==> src/rtl/seq_shifter.sv <==
// Iterative shifter: moves the operand one bit per clock under a start/done handshake.
// Build option SEQ_SHIFTER_ARITH_EN enables sign-filling arithmetic right shifts.
module seq_shifter #(
    parameter int WIDTH = 32,
    parameter int SHIFT = $clog2(WIDTH)
) (
    input  logic             clk,
    input  logic             rst,
    input  logic             start,
    input  logic [WIDTH-1:0] a,
    input  logic [SHIFT-1:0] b,
    input  logic             dir,
    input  logic             arith,
    output logic             busy,
    output logic             done,
    output logic [WIDTH-1:0] o,
    output logic [1:0]       dbg_state
);

    // Handshake: start is accepted on any edge where busy=0 (IDLE or DONE);
    // done pulses for exactly one cycle with o valid, and o then holds until
    // the next accepted start. start while busy=1 is dropped, never queued.
    typedef enum logic [1:0] {
        S_IDLE  = 2'd0,
        S_SHIFT = 2'd1,
        S_DONE  = 2'd2
    } state_t;

    state_t           state;
    state_t           state_nxt;
    logic [SHIFT-1:0] cnt;
    logic             dir_q;
    logic             fill;
    logic             accept;

`ifdef SEQ_SHIFTER_ARITH_EN
    logic arith_q;

    always_ff @(posedge clk) begin
        if (rst) begin
            arith_q <= 1'b0;
        end else if (accept) begin
            arith_q <= arith;
        end
    end

    // o[MSB] never changes during an arithmetic right shift, so it is the latched sign.
    assign fill = arith_q & o[WIDTH-1];
`else
    logic unused_arith;

    assign unused_arith = arith;
    assign fill         = 1'b0;
`endif

    assign accept = start && (state != S_SHIFT);

    always_ff @(posedge clk) begin
        if (rst) begin
            state <= S_IDLE;
            o     <= '0;
            cnt   <= '0;
            dir_q <= 1'b0;
        end else begin
            state <= state_nxt;
            if (accept) begin
                o     <= a;
                cnt   <= b;
                dir_q <= dir;
            end else if (state == S_SHIFT) begin
                cnt <= cnt - 1'b1;
                if (dir_q) begin
                    o <= {fill, o[WIDTH-1:1]};
                end else begin
                    o <= {o[WIDTH-2:0], 1'b0};
                end
            end
        end
    end

    always_comb begin
        state_nxt = state;
        case (state)
            S_IDLE, S_DONE: begin
                if (start) begin
                    state_nxt = (b == '0) ? S_DONE : S_SHIFT;
                end else begin
                    state_nxt = S_IDLE;
                end
            end
            S_SHIFT: begin
                if (cnt == SHIFT'(1)) begin
                    state_nxt = S_DONE;
                end
            end
            default: state_nxt = S_IDLE;
        endcase
    end

    assign busy      = (state == S_SHIFT);
    assign done      = (state == S_DONE);
    assign dbg_state = state;

endmodule

==> config.mk <==
export PLATFORM = sky130hd
export DESIGN_NAME = seq_shifter
export DESIGN_NICKNAME = d
export VERILOG_FILES = /design/src/rtl/seq_shifter.sv
export SDC_FILE = /design/constraint.sdc
export NUM_CORES = 1
export LEC_CHECK = 0
export ABC_AREA = 1
export CAP_MARGIN = 10
export CORE_ASPECT_RATIO = 0.5
export CORE_MARGIN = 10
export CORE_UTILIZATION = 45
export DETAILED_ROUTE_END_ITERATION = 8
export PLACE_DENSITY = 0.79
export SKIP_CTS_REPAIR_TIMING = 1
export SLEW_MARGIN = 20
export SYNTH_ARGS = -nofsm -noshare
export SYNTH_HDL_FRONTEND = slang
export SYNTH_SLANG_ARGS = --single-unit
==> constraint.sdc <==
create_clock -name clk -period 1.6 [get_ports clk]
set_clock_uncertainty 0.15 [all_clocks]
set_input_delay 0.4 -clock clk [delete_from_list [all_inputs] [get_ports clk]]
set_output_delay 0.4 -clock clk [all_outputs]
set_load 0.005 [all_outputs]
==> results of run 1 <==
[routing by layer]
metal  track usage [%]  up-vias  wire, um
met4              4.99        0        93
li1                  -     1317         -
met5                 0        -         0
met1              19.2     1213      3110
met2              30.3       90      4040
met3              4.28       13       520
[cells in the final DEF (no fill, tap or decap), types with 2 or more instances in the layout]
| cell type | instances |
|---|---|
| a21oi_1 | 15 |
| ha_1 | 2 |
| nand2_1 | 123 |
| o211ai_2 | 6 |
| nor2_1 | 10 |
| inv_2 | 3 |
| dfxtp_4 | 3 |
| buf_4 | 17 |
| inv_1 | 58 |
| nand3_1 | 36 |
| dfxtp_2 | 24 |
| o21ai_0 | 17 |
| or2_1 | 3 |
| clkbuf_8 | 5 |
| clkdlybuf4s50_1 | 39 |
| buf_12 | 4 |
| o211ai_1 | 20 |
| nand2_4 | 2 |
| dlymetal6s2s_1 | 37 |
| dfxtp_1 | 13 |
| nor2_4 | 3 |
| o21ai_1 | 3 |
[worst max path at each step]
stage / from / end / slack (ns) / cells after the start
4_1_cts: dbg_state[1]$_SDFFE_PP0P_ / done / -0.35 / 3
6_report: dbg_state[0]$_SDFFE_PP0P_ / cnt[3]$_SDFFE_PP0P_ / 0.06 / 8
5_1_grt: dbg_state[0]$_SDFFE_PP0P_ / o[3]$_SDFFE_PP0P_ / -0.04 / 9
3_3_place_gp: start / o[19]$_SDFFE_PP0P_ / -0.24 / 7
2_1_floorplan: dbg_state[0]$_SDFFE_PP0P_ / busy / 0.20 / 4
3_5_place_dp: start / o[6]$_SDFFE_PP0P_ / -0.28 / 7
[state kept, by name, indices dropped and copies added, names as in the netlist]
register / cells
o: 32
dir_q: 1
dbg_state: 2
cnt: 5
[cells by family after synthesis]
kind of cell,count (synthesis),share of synthesized area (%)
compound gates,61,17.1
flops,40,34.3
xor+xnor,1,0.375
buf+inv,82,15.0
simple gates,179,32.1
fa+ha+maj,2,1.07
[stage by stage]
step | setup TNS (ns) | instances | power [mW]
after floorplan | 0 | 365 | 1.63
after global placement | -7.52 | 510 | 2.04
after detailed placement | -9.02 | 510 | 2.07
after CTS | -6.04 | 518 | 2.91
after global routing | -0.0404 | 522 | 3.09
final | 0 | 522 | 2.93
[worst register-to-register path: stages, from the launching register on]
cell and delay, ns:
dfxtp_4 0.37, inv_2 0.04, nor2_4 0.10, buf_6 0.24, nor2_4 0.09, clkbuf_16 0.18, nor2_1 0.12, nand2_1 0.07
a21oi_1 0.12
[power breakdown]
part	switching, mW	internal, mW
Sequential	0.0781	1.10
Combinational	0.454	0.449
Clock	0.386	0.462
Total	0.918	2.01
[layout make-up]
cell class	instances	area, um^2	share of cell area (%)
timing repair buffer	99	1100	30.7
sequential	40	842	23.6
inverter	62	233	6.51
multi-input combinational	243	1200	33.6
clock buffer	5	68.8	1.93
tap	70	87.6	2.45
clock inverter	3	42.5	1.19
==> impl_metrics.ini, run 1 <==
[run_status]
status = completed

[finish]
syn2layout_area_growth_pct = 53.0
fillCellCount = 399
nNetsFinal = 495
drive_gt1_share_pct = 16.2
fin_area_um2 = 3570
final_core_utilization_pct = 71.8
antennaDiodeCount = 0

[yosys]
seq_area_frac_synth_pct = 34.3
syn_inst = 365
async_flop_share_pct = 0
synth_area_um2 = 2330
synthTopCellsByCount = nand2_1, inv_1, dfxtp_1, nand3_1, o211ai_1
synth_nets = 409
ys_ff_latch = 40
ys_warn_count = 0
synth.distinct_cells = 21
synthTopCellsByArea = dfxtp_1, nand2_1, inv_1
synth_edf_count = 0
synth.most_common_cell = nand2_1
synth-main-ff-cell = dfxtp_1
syn_area_per_cell_um2 = 6.40
post-synth-top-area-fraction_pct = 34.3
synth_top_area_cell = dfxtp_1

[place]
dpl-instance-area_um2 = 3260
globalplace.congestion = 0.817
dpl.hpwl_um = 5440
dp_slack_ns = -0.281
port_buffers = 76

[clock_network]
clkTransAtPathRegs_ns = 0.08
cts_tree = built
cts_made_buffers = 5
clk_path_buf_depth = 2
root_buffer = clkbuf_8
cts_max_level = 2
clock_latency_ns = 0.30
clock-sinks = 40

[worst_setup_path]
critical_path_class = register to register
reg2reg_from = dbg_state[0]$_SDFFE_PP0P_
path_buf_inv = 3
crit_path_top_delay_cell = dfxtp_4
crit_chain = inv_2, nor2_4, buf_6, nor2_4, clkbuf_16, nor2_1, nand2_1, a21oi_1
r2r_setup_slack_ns = 0.06
cpLargestDelayFamily = buffers and inverters
worstSetupEndpointType = register
rr_worst_depth = 8
worstPathMaxFanout = 20
path_common_cell = nor2_4
cp.arrival_ns = 1.62
r2r-end = cnt[3]$_SDFFE_PP0P_
worst_ep_required_time_ns = 1.68
start_kind = register
max_stage_delay_ns = 0.37

[power]
leakage_nw = 2.18
peakVddDrop_uv = 380
p_per_area_nw_per_um2 = 820

[global_route]
grt-ovfl-total = 0
grt_pass1_wl_um = 12200
grt_max_degree = 29
grtUsageTotal_pct = 16.8
antenna_found_initial = 0
grt_pass1_vias = 2616

[sta]
slew_viol_final = 0
fin_crit_sh_pct = 96.3
timing.fmax_ghz = 0.649
timing.hold.ws_ns = 0.334
tightest_slew_ns = 0.265
finalSetupViolCount = 0
period_needed_ns = 1.54
worst_slack_ns = 0.0588
relSlewSlack_pct = 82.3
finalHoldViolations = 0

[routing]
drtAntennaViolNets = 0
drtIter0Drc = 176
remaining_drc_errors = 0
vias = 2633
via_per_inst = 5.04
firstDrtPassIters = 5
wire_per_inst_um = 14.9
wl_um = 7760

[floorplan]
io_pins = 78
core_region_area_um2 = 4980
dieArea_um2 = 8640
initial_core_util_pct = 46.9
die_h_um = 70.9
die_w_um = 122
rows = 18

[run]
drv_cap = 0

[worst_hold_path]
holdPathEnd = cnt[4]$_SDFFE_PP0P_
min-delay-start = cnt[4]$_SDFFE_PP0P_
hold_class = register to register
holdPathStages = 2
Note: power is estimated with default switching activity, not from simulation.
==> run 2: changes to the inputs <==
==> constraint.sdc (replaced) <==
create_clock -name clk -period 1.7 [get_ports clk]
set_clock_uncertainty 0.15 [all_clocks]
set_input_delay 0.425 -clock clk [delete_from_list [all_inputs] [get_ports clk]]
set_output_delay 0.425 -clock clk [all_outputs]
set_load 0.005 [all_outputs]
==> run 2 against run 1 <==
  * Die area is the same
  * Setup slack gained 0.023 ns
  * Final area shrank 3.5%
  * Core utilization shrank 2.5 points
  * Register-to-register slack gained 0.02 ns
  * First-iteration DRC count grew 9.1%
  * Combinational power shrank 13%
  * Hold slack gained 0.012 ns
  * Total power shrank 13%
  * Highest routed layer unchanged
==> impl_metrics.ini, run 2 (same netlist as run 1, synthesis figures left out) <==
[clock_network]
cts_tree = built
cts_made_buffers = 5
clock_latency_ns = 0.28
clkTransAtPathRegs_ns = 0.07
cts_max_level = 2
root_buffer = clkbuf_8
clock-sinks = 40
clk_path_buf_depth = 2

[worst_setup_path]
crit_chain = inv_2, nor2_4, buf_4, nor2_1, buf_12, nor2_1, nand2_1, a21oi_1
start_kind = register
worstPathMaxFanout = 21
worst_ep_required_time_ns = 1.76
crit_path_top_delay_cell = dfxtp_4
worstSetupEndpointType = register
path_common_cell = nor2_1
cpLargestDelayFamily = buffers and inverters
path_buf_inv = 3
cp.arrival_ns = 1.68
critical_path_class = register to register
max_stage_delay_ns = 0.38

[routing]
drtIter0Drc = 192
wl_um = 7070
remaining_drc_errors = 0
vias = 2528
wire_per_inst_um = 13.7
via_per_inst = 4.90
firstDrtPassIters = 4
drtAntennaViolNets = 0

[global_route]
grt_util_met2_pct = 28.9
grt-ovfl-total = 0
grt_pass1_vias = 2535
grt_pass1_wl_um = 11900
top_usage_layer = met2
use_met3_pct = 4.35
antenna_found_initial = 0
grt_util_met1_pct = 19.1
grtUsageTotal_pct = 16.4
grt_max_degree = 34

[floorplan]
initial_core_util_pct = 46.9
die_w_um = 122
core_region_area_um2 = 4980
dieArea_um2 = 8640
die_h_um = 70.9
rows = 18
io_pins = 78

[power]
p_int_mw = 1.76
design_power_total_mw = 2.55
leakage_nw = 2.12
combPwrFrac_pct = 30.8
pwr-share-clk_pct = 25.8
p_sw_mw = 0.795
seq_power_share_pct = 43.5
peakVddDrop_uv = 373
swShare_pct = 31.1
p_per_area_nw_per_um2 = 741

[sta]
setup-tns-final_ns = 0
fin_crit_sh_pct = 95.2
rsz0062_at_grt = no
finalSetupViolCount = 0
tightest_slew_ns = 0.345
timing.fmax_ghz = 0.618
finalHoldViolations = 0
slew_viol_final = 0
relSlewSlack_pct = 76.9
period_needed_ns = 1.62

[finish]
drive_gt1_share_pct = 13.9
syn2layout_area_growth_pct = 47.6
largest_reg_flops = 32
layout_commonest_cell = nand2_1
nNetsFinal = 489
fillCellCount = 406
final_core_utilization_pct = 69.3
layout_common_cells = nand2_1, inv_1, clkdlybuf4s50_1
antennaDiodeCount = 0
largest_register = o

[run_status]
status = completed

[run]
drv_cap = 0

[place]
port_buffers = 76
globalplace.congestion = 0.811
dpl.hpwl_um = 5270

[worst_hold_path]
hold_class = register to register
-- run 2: metal layers --
layer / wire, um / vias up / part of all wire [%]
li1: - / 1308 / -
met1: 3040 / 1146 / 43
met2: 3520 / 68 / 50
met3: 442 / 6 / 6.3
met4: 71 / 0 / 1.0
met5: 0 / - / 0
-- run 2: stage by stage --
stage | std cells | setup WS [ns] | hold slack, ns | cell area [um^2]
finish | 516 | 0.0821 | 0.346 | 3450
global route | 516 | 0.00663 | 0.368 | 3450
detailed placement | 506 | -0.188 | 0.339 | 3220
CTS | 514 | -0.286 | 0.350 | 3310
floorplan | 365 | 0.274 | 0.301 | 2330
global placement | 506 | -0.167 | 0.312 | 3220
-- run 2: final timing paths --
path	slack [ns]	to	cells after the start	start
worst max-delay path	0.08	cnt[3]$_SDFFE_PP0P_	8	dbg_state[0]$_SDFFE_PP0P_
worst min-delay path	0.35	cnt[4]$_SDFFE_PP0P_	2	cnt[4]$_SDFFE_PP0P_
worst max register to register	0.08	cnt[3]$_SDFFE_PP0P_	8	dbg_state[0]$_SDFFE_PP0P_
worst min register to register	0.35	cnt[4]$_SDFFE_PP0P_	2	cnt[4]$_SDFFE_PP0P_
-- run 2: worst min-delay path, stage by stage, from the launching register on --
cell	delay, ns
dfxtp_1	0.33
nand2_1	0.07
a21oi_1	0.06
-- run 2: power by group through the flow --
stage                     registers [mW]  clock network (mW)  logic, mW
after floorplan                     1.12                   0      0.423
after detailed placement            1.13                   0      0.800
after CTS                           1.10               0.676      0.805
after global placement              1.12                   0      0.778
after global routing                1.12               0.710      0.882
final                               1.11               0.658      0.785
-- run 2: final cells by class --
| cell class | count | area [um^2] | area share [%] |
|---|---|---|---|
| multi-input combinational | 243 | 1180 | 34.3 |
| timing repair buffer | 93 | 1020 | 29.5 |
| sequential | 40 | 837 | 24.3 |
| inverter | 62 | 233 | 6.75 |
| clock buffer | 8 | 90.1 | 2.61 |
| tap | 70 | 87.6 | 2.54 |
==> run 3: changes to the inputs <==
--- a/config.mk
+++ b/config.mk
@@ -8,7 +8,6 @@
 export ABC_AREA = 1
 export CAP_MARGIN = 10
 export CORE_ASPECT_RATIO = 0.5
-export CORE_MARGIN = 10
 export CORE_UTILIZATION = 45
 export DETAILED_ROUTE_END_ITERATION = 8
 export PLACE_DENSITY = 0.79
==> run 3 against run 2 <==
  * Core utilization is 3.3 points higher
  * Cell count increased by 2.1%
  * Global-route usage increased by 8.4 points
  * Total power increased by 11%
  * Flip-flop and latch count is the same
  * First-iteration DRC count is 45% lower
==> impl_metrics.ini, run 3 (same netlist as run 1, synthesis figures left out) <==
[global_route]
grt_pass1_wl_um = 10700
grt-ovfl-total = 0
grt_max_degree = 29
antenna_found_initial = 0
grt_pass1_vias = 2403
grtUsageTotal_pct = 24.8

[finish]
largest_reg_flops = 32
layout_common_cells = nand2_1, inv_1, clkdlybuf4s50_1
antennaDiodeCount = 0
final_core_utilization_pct = 72.6
fillCellCount = 388
nNetsFinal = 500
layout_commonest_cell = nand2_1
largest_register = o
finalNonFillerCells = 527
syn2layout_area_growth_pct = 54.0
drive_gt1_share_pct = 17.5

[clock_network]
clkTransAtPathRegs_ns = 0.09
cts_made_buffers = 5
clk_path_buf_depth = 2
root_buffer = clkbuf_8
clock_latency_ns = 0.30
clock-sinks = 40
cts_max_level = 2
cts_tree = built

[routing]
drtAntennaViolNets = 0
remaining_drc_errors = 0
drtIter0Drc = 106
vias = 2690
wl_um = 7150
wire_per_inst_um = 13.6
via_per_inst = 5.10
firstDrtPassIters = 5

[place]
globalplace.congestion = 0.816
dpl.hpwl_um = 4780
dp_slack_ns = -0.205
dp.cells = 511
port_buffers = 76

[run]
drv_cap = 0

[worst_setup_path]
worstPathMaxFanout = 20
start_kind = register
path_common_cell = nor2_4
crit_path_top_delay_cell = dfxtp_4
critical_path_class = register to register
worstSetupEndpointType = register
crit_chain = buf_4, inv_2, nor2_4, buf_6, nor2_4, clkbuf_4, nand2_1, nand3_1, inv_1
cp.arrival_ns = 1.69
max_stage_delay_ns = 0.35
worst_ep_required_time_ns = 1.76

[sta]
finalHoldViolations = 0
timing.fmax_ghz = 0.612
relSlewSlack_pct = 76.6
slew_viol_final = 0
worst_slack_ns = 0.0648
fin_crit_sh_pct = 96.2
finalSetupViolCount = 0
tightest_slew_ns = 0.349
period_needed_ns = 1.64
timing.hold.ws_ns = 0.332

[floorplan]
io_pins = 78
die_w_um = 104
initial_core_util_pct = 47.1
dieArea_um2 = 5500
core_region_area_um2 = 4950
die_h_um = 52.9
rows = 18

[worst_hold_path]
hold_class = register to register

[power]
peakVddDrop_uv = 397
p_per_area_nw_per_um2 = 788
leakage_nw = 2.20

[run_status]
status = completed
## run 3: path summary, 6_finish.rpt
kind / startpoint / endpoint / slack (ns) / cells past startpoint
worst max-delay path: dbg_state[0]$_SDFFE_PP0P_ / o[24]$_SDFFE_PP0P_ / 0.06 / 9
worst min-delay path: cnt[4]$_SDFFE_PP0P_ / cnt[4]$_SDFFE_PP0P_ / 0.33 / 2
worst max register to register: dbg_state[0]$_SDFFE_PP0P_ / o[24]$_SDFFE_PP0P_ / 0.06 / 9
worst min register to register: cnt[4]$_SDFFE_PP0P_ / cnt[4]$_SDFFE_PP0P_ / 0.33 / 2
## run 3: stage by stage
| stage | instance area, um^2 | TNS (ns) | total power [mW] |
|---|---|---|---|
| finish | 3600 | 0 | 2.83 |
| global placement | 3250 | -5.44 | 1.90 |
| global route | 3600 | -0.0445 | 2.97 |
| detailed placement | 3250 | -6.26 | 1.93 |
| CTS | 3380 | -2.90 | 2.80 |
| floorplan | 2330 | 0 | 1.54 |
## run 3: final cells by class
class                   count  area [um^2]  share of cell area (%)
multi-input cells         243         1200                    33.3
well taps                  70         87.6                    2.44
repair buffers            104         1110                    30.8
clock buffers               7         96.3                    2.68
flip-flops and latches     40          847                    23.6
clock inverters             1         30.0                   0.835
inverters                  62          233                    6.47
## run 3: power breakdown
| group | internal, mW | switching, mW |
|---|---|---|
| logic | 0.422 | 0.423 |
| clock network | 0.519 | 0.362 |
| registers | 1.04 | 0.0707 |
| total | 1.98 | 0.856 |
## run 3: critical path, delay by kind of cell, from the launching register on
kind | cells | cell delay (ns)
and+or+nand+nor | 4 | 0.38
buffers and inverters | 5 | 0.65
DFF | 1 | 0.35
## run 3: metal layers
layer  GRT usage (%)  vias up  wire length, um
met2            49.3       84             3660
li1                -     1326                -
met3            4.19        8              306
met4            6.90        0               54
met5               0        -                0
met1            28.2     1272             3140
